[config.mk]
export PLATFORM = sky130hd
export DESIGN_NAME = alu_issue_sequencer
export DESIGN_NICKNAME = d
export VERILOG_FILES = /design/src/rtl/alu_issue_sequencer.sv
export SDC_FILE = /design/constraint.sdc
export NUM_CORES = 2
export LEC_CHECK = 0
export ABC_CLOCK_PERIOD_IN_PS = 3200
export BUFFER_PORTS_ARGS = -buffer_cell sky130_fd_sc_hd__buf_2
export CAP_MARGIN = 20
export CORE_UTILIZATION = 59
export CTS_BUF_LIST = sky130_fd_sc_hd__clkbuf_4 sky130_fd_sc_hd__clkbuf_8
export DETAILED_ROUTE_END_ITERATION = 12
export MAX_ROUTING_LAYER = met4
export PLACE_DENSITY_LB_ADDON = 0.1
export SLEW_MARGIN = 20
export SYNTH_ARGS = -nofsm -noshare
export SYNTH_HDL_FRONTEND = slang
export SYNTH_SLANG_ARGS = --single-unit
[constraint.sdc]
create_clock -name clk -period 3.2 [get_ports clk]
set_clock_uncertainty 0.1 [all_clocks]
set_input_delay 0.64 -clock clk [delete_from_list [all_inputs] [get_ports clk]]
set_output_delay 0.64 -clock clk [all_outputs]
set_load 0.005 [all_outputs]
[src/rtl/alu_issue_sequencer.sv]
// Sequencer feeding the register-file ALU from a local program memory: fetch, pre-decode,
// issue over a valid/ack handshake, local jumps, halt/illegal/timeout termination.
module alu_issue_sequencer #(
   parameter int IMEM_DEPTH  = 64,
   parameter int PC_W        = 6,
   parameter int ACK_TIMEOUT = 16
) (
   input  logic            clk,
   input  logic            rst,
   input  logic            load_en,
   input  logic [PC_W-1:0] load_addr,
   input  logic [31:0]     load_data,
   input  logic            start,
   output logic            busy,
   output logic            done,
   output logic [PC_W-1:0] pc,
   output logic [31:0]     alu_instr,
   output logic            alu_valid,
   input  logic            alu_ack,
   output logic [15:0]     retired,
   output logic            err_illegal,
   output logic            err_timeout
);

   localparam int CNT_W = $clog2(ACK_TIMEOUT + 1);
   localparam logic [PC_W-1:0]  PC_LAST  = PC_W'(IMEM_DEPTH - 1);
   localparam logic [CNT_W-1:0] CNT_LAST = CNT_W'(ACK_TIMEOUT - 1);

   localparam logic [5:0]  OP_SPECIAL = 6'b000000;
   localparam logic [5:0]  OP_ADDI    = 6'b001000;
   localparam logic [5:0]  OP_ADDIU   = 6'b001001;
   localparam logic [5:0]  OP_SLTI    = 6'b001010;
   localparam logic [5:0]  OP_ANDI    = 6'b001100;
   localparam logic [5:0]  OP_ORI     = 6'b001101;
   localparam logic [5:0]  OP_JUMP    = 6'b010100;
   localparam logic [31:0] HALT_WORD  = 32'hFFFF_FFFF;

   typedef enum logic [2:0] {
      S_IDLE,
      S_FETCH,
      S_DECODE,
      S_ISSUE,
      S_RETIRE,
      S_FINISH
   } state_t;

   typedef enum logic [1:0] {
      K_ALU,
      K_JUMP,
      K_HALT,
      K_ILLEGAL
   } kind_t;

   logic [31:0]      mem [IMEM_DEPTH];
   logic [31:0]      fetch_word;
   logic [31:0]      ir;
   logic [CNT_W-1:0] wait_cnt;
   state_t           state;
   state_t           state_next;
   kind_t            kind;

   logic pc_clear;
   logic pc_jump;
   logic pc_step;
   logic ret_clear;
   logic ret_inc;
   logic err_clear;
   logic set_illegal;
   logic set_timeout;
   logic cnt_clear;
   logic cnt_inc;
   logic ir_load;

   // Halt is tested first: its all-ones opcode would otherwise fall into the illegal bucket.
   function automatic kind_t classify(input logic [31:0] w);
      kind_t k;
      k = K_ILLEGAL;
      if (w == HALT_WORD) begin
         k = K_HALT;
      end else begin
         case (w[31:26])
            OP_SPECIAL: begin
               case (w[5:0])
                  6'b100000, 6'b100001, 6'b100010, 6'b100011,
                  6'b100100, 6'b100101, 6'b000000, 6'b000010,
                  6'b101010: k = K_ALU;
                  default:   k = K_ILLEGAL;
               endcase
            end
            OP_ADDI, OP_ADDIU, OP_ANDI, OP_ORI, OP_SLTI: k = K_ALU;
            OP_JUMP: k = K_JUMP;
            default: k = K_ILLEGAL;
         endcase
      end
      return k;
   endfunction

   function automatic logic [15:0] sat_inc(input logic [15:0] v);
      return (v == 16'hFFFF) ? v : v + 16'd1;
   endfunction

   // Program memory: host writes only while idle, synchronous read during FETCH.
   always_ff @(posedge clk) begin
      if (load_en && state == S_IDLE) begin
         mem[load_addr] <= load_data;
      end
      if (state == S_FETCH) begin
         fetch_word <= mem[pc];
      end
   end

   assign kind = classify(fetch_word);

   always_ff @(posedge clk) begin
      if (rst) begin
         state <= S_IDLE;
      end else begin
         state <= state_next;
      end
   end

   always_comb begin
      state_next  = state;
      pc_clear    = 1'b0;
      pc_jump     = 1'b0;
      pc_step     = 1'b0;
      ret_clear   = 1'b0;
      ret_inc     = 1'b0;
      err_clear   = 1'b0;
      set_illegal = 1'b0;
      set_timeout = 1'b0;
      cnt_clear   = 1'b0;
      cnt_inc     = 1'b0;
      ir_load     = 1'b0;
      case (state)
         S_IDLE: begin
            if (start) begin
               state_next = S_FETCH;
               pc_clear   = 1'b1;
               ret_clear  = 1'b1;
               err_clear  = 1'b1;
            end
         end
         S_FETCH: begin
            state_next = S_DECODE;
         end
         S_DECODE: begin
            ir_load = 1'b1;
            case (kind)
               K_HALT: begin
                  state_next = S_FINISH;
               end
               K_ILLEGAL: begin
                  set_illegal = 1'b1;
                  state_next  = S_FINISH;
               end
               K_JUMP: begin
                  pc_jump    = 1'b1;
                  ret_inc    = 1'b1;
                  state_next = S_FETCH;
               end
               default: begin
                  cnt_clear  = 1'b1;
                  state_next = S_ISSUE;
               end
            endcase
         end
         S_ISSUE: begin
            // An ack on the last allowed cycle still wins over the timeout.
            if (alu_ack) begin
               state_next = S_RETIRE;
            end else if (wait_cnt == CNT_LAST) begin
               set_timeout = 1'b1;
               state_next  = S_FINISH;
            end else begin
               cnt_inc = 1'b1;
            end
         end
         S_RETIRE: begin
            ret_inc = 1'b1;
            if (pc == PC_LAST) begin
               state_next = S_FINISH;
            end else begin
               pc_step    = 1'b1;
               state_next = S_FETCH;
            end
         end
         S_FINISH: begin
            state_next = S_IDLE;
         end
         default: begin
            state_next = S_IDLE;
         end
      endcase
   end

   always_ff @(posedge clk) begin
      if (rst) begin
         pc          <= '0;
         retired     <= '0;
         err_illegal <= 1'b0;
         err_timeout <= 1'b0;
      end else begin
         if (pc_clear) begin
            pc <= '0;
         end else if (pc_jump) begin
            pc <= fetch_word[PC_W-1:0];
         end else if (pc_step) begin
            pc <= pc + PC_W'(1);
         end
         if (ret_clear) begin
            retired <= '0;
         end else if (ret_inc) begin
            retired <= sat_inc(retired);
         end
         if (err_clear) begin
            err_illegal <= 1'b0;
            err_timeout <= 1'b0;
         end else begin
            if (set_illegal) err_illegal <= 1'b1;
            if (set_timeout) err_timeout <= 1'b1;
         end
      end
   end

   always_ff @(posedge clk) begin
      if (ir_load) begin
         ir <= fetch_word;
      end
      if (cnt_clear) begin
         wait_cnt <= '0;
      end else if (cnt_inc) begin
         wait_cnt <= wait_cnt + CNT_W'(1);
      end
   end

   assign busy      = (state != S_IDLE);
   assign done      = (state == S_FINISH);
   assign alu_valid = (state == S_ISSUE);
   assign alu_instr = alu_valid ? ir : 32'd0;

endmodule

==> summary.md <==
| Metric | Value |
|---|---|
| Final setup vio count | 0 |
| GRT Residual Overflow | 0 |
| Placed inst area | about 88000 µm² |
| Chip width | 373.3 µm |
| Asr flop ratio synth | 0% |
| Filler Cell Count | between 8000 and 9000 |
| Die ar. | approximately 140000 µm² |
| GRT Total Usage | approximately a third |
| Status | completed |
| Main synth FF type | edfxtp_1 |
| Number of synthesized flops with an enable pin | between 2000 and 2500 |
| I/O pin cnt | 102 |
| Drt wl/cell | 34.50 µm |
| Leakage power | about 30 nW |
| Most common cell after layout, fill and taps aside | edfxtp_1 |
| CTS sink cnt | between 2000 and 2500 |
| RSZ-0062 raised after global routing | false |
| Core box area | 136100 µm² |
| H-tree depth | 5 |
| CTS buffer count | ~340 |
| Clk Latency, worst-skew pair | 1030 ps |
| Slew headroom | 33.94% |
| Clock-pin slew on the worst setup and hold paths | ~60 ps |
| Port Buffers | between 100 and 150 |
| Starting Density | between 50% and 60% |
| Syn Area/Cell | roughly 22 µm² |
| Critical path class | reg2reg |
| Yosys warning total | 0 |
| # Post-CTS Setup Buffers | 0 |
| Netlist Area Pre-Place | slightly above 80000 µm² |
| Final min period | 3165 ps |
| Residual DRC | 0 |
| Clock root buffer | clkbuf_8 |
| Slew Limit Fails | 0 |
| Design area | roughly 94000 µm² |
| Vias in the first global route | between 40000 and 50000 |
| Crit Path Max Fanout | 15 |
| Period utilization | a little over nine tenths |
| Routed Antenna Nets | 0 |
| DRT Pass-1 Iters | 6 |
| Detailed placement HPWL | between 100000 and 150000 µm |
| Initial DRC Count | slightly below 6000 |
| Die height | about 370 µm |
| Share of cells above drive strength 1 | 35.32% |
| Largest net degree at the start of global routing | just over 70 |
| Routed vias | ~42000 |
| Commonest non-fill, non-tap cells in the layout | 2112 x edfxtp_1, 514 x mux4_2, 350 x clkbuf_8 |
| Yosys reg bits | 2144 |
| Max Cap Violations | 0 |
| Cell Pwr Density | roughly 600 nW/µm² |
| Slew @ Worst Pin | about 1000 ps |
| DRT Wirelength | 217000 µm |
| Arr. time, crit path | ~3800 ps |
| Min-Delay Path Class | in2reg |
| Row count | 135 |
| Tot Pwr | 55.20 mW |
| Hold Slack | between 70 and 80 ps |
| Syn Nets | between 3000 and 4000 |
| Clock tree buffer depth | 4 |
| Final #Nets | 4298 |
| CP endpoint kind | register |
| Syn-to-layout area delta | 15.97% |
| Synth unique cells | between 60 and 70 |
| Fmax | about 0.32 GHz |
| Seq/Total Area, Yosys | 78.74% |
| CP startpoint kind | register |
| Worst vdd ir | around 410 µV |
| Cells after Synth | ~3600 |
| RD Place Congestion | a little over 0.9 |
| Fin. Hold Viols | 0 |
| Sum Neg Setup Slack | 0 ps |
| Critical Path RT | between 3000 and 4000 ps |
| Antenna violations before repair | 24 |
| First-pass GRT wire length | 308000 µm |
| CTS tree | yes |
| Via/cell ratio | roughly 6.7 |
## metrics by stage
step                cells  setup slack [ps]  utilization [%]
floorplan            3639            -150.0                -
global placement     5668            -133.4            64.33
detailed placement   5668            -207.9            64.33
CTS                  6270             8.819            69.25
global route         6286             34.13            69.30
finish               6290             34.72            69.30
## state kept, by name (all words and copies together) (netlist names)
register,count
wait_cnt,5
fetch_word,32
err_timeout,1
ir,32
state,3
retired,16
pc,6
mem,2048
err_illegal,1
## cell usage after synthesis, types with 30 or more instances
library cell  instances  share of area (%)
dfxtp_1              32               0.79
a21oi_1              90               0.55
o22ai_1              32               0.25
nand2_1              42               0.19
nor2_1              143               0.66
mux4_2              514                 14
mux2i_1              30               0.37
a22oi_1             168                1.6
clkbuf_1            102               0.47
and2_1               38               0.29
edfxtp_1           2112                 78
buf_2                62               0.38
## layout make-up
| class | count | area, µm² | area share (%) |
|---|---|---|---|
| Sequential cell | 2144 | 64080 | 67.91 |
| Antenna cell | 19 | 47.55 | 0.05039 |
| Clock inverter | 112 | 760.7 | 0.8063 |
| Tap cell | 1781 | 2228 | 2.362 |
| Clock buffer | 473 | 5741 | 6.084 |
| Timing Repair Buffer | 466 | 4534 | 4.806 |
| Inverter | 10 | 37.54 | 0.03978 |
| Multi-Input combinational cell | 1285 | 16930 | 17.94 |
## cell families (layout without fill, tap and decap cells)
logic type / after synthesis / after routing / share of synthesized area (%)
AO/OA/AOI/OAI: 372 / 372 / 3.136
XOR/XNOR: 13 / 13 / 0.1400
adder cells (fa/ha/maj): 5 / 5 / 0.07382
buffers and inverters: 211 / 1061 / 1.143
flip-flops: 2144 / 2144 / 78.74
multiplexers: 544 / 544 / 14.60
other: 0 / 19 / 0
AND/OR/NAND/NOR: 350 / 351 / 2.167
## metal layers
metal / wire (µm) / share of wire [%] / vias up / GRT usage [%]
met5: 0 / 0 / - / -
li1: - / - / 16810 / -
met3: 24980 / 12 / 363 / 7.710
met1: 81900 / 38 / 22281 / 45.06
met2: 104000 / 48 / 2693 / 49.37
met4: 6151 / 2.8 / 0 / 10.16
## path summary, 6_finish.rpt
path | start | to | slack (ps) | cells past startpoint
worst max-delay path | pc[0] | fetch_word[23] | 30 | 6
worst min-delay path | load_data[27] | mem[22][27] | 70 | 1
worst max register to register | pc[0] | fetch_word[23] | 30 | 6
worst min register to register | fetch_word[21] | ir[21] | 360 | 0
## worst max-delay path: stages, from the launching register on
cell and delay [ps]:
dfxtp_4 500, buf_12 230, buf_4 310, mux4_2 570, mux4_2 550, o22ai_2 430, nor2_1 190
## repair_timing
action / 4_1_cts / 5_1_grt
hold buffers: 16 / 0
pin swaps: 1 / 0
gates cloned: 1 / 0
endpoints found under the setup margin: 6 / 26
endpoints found under the hold margin: 185 / 0
resized for setup: 5 / 4
## report_power, final
part	total, mW	internal (mW)	switching (mW)	leakage [nW]
sequential	31.1	31.0	0.107	19.3
combinational	1.49	0.458	1.03	6.83
clock	22.6	12.3	10.3	3.46
total	55.2	43.8	11.4	29.6
(Power assumes the default switching activity.)
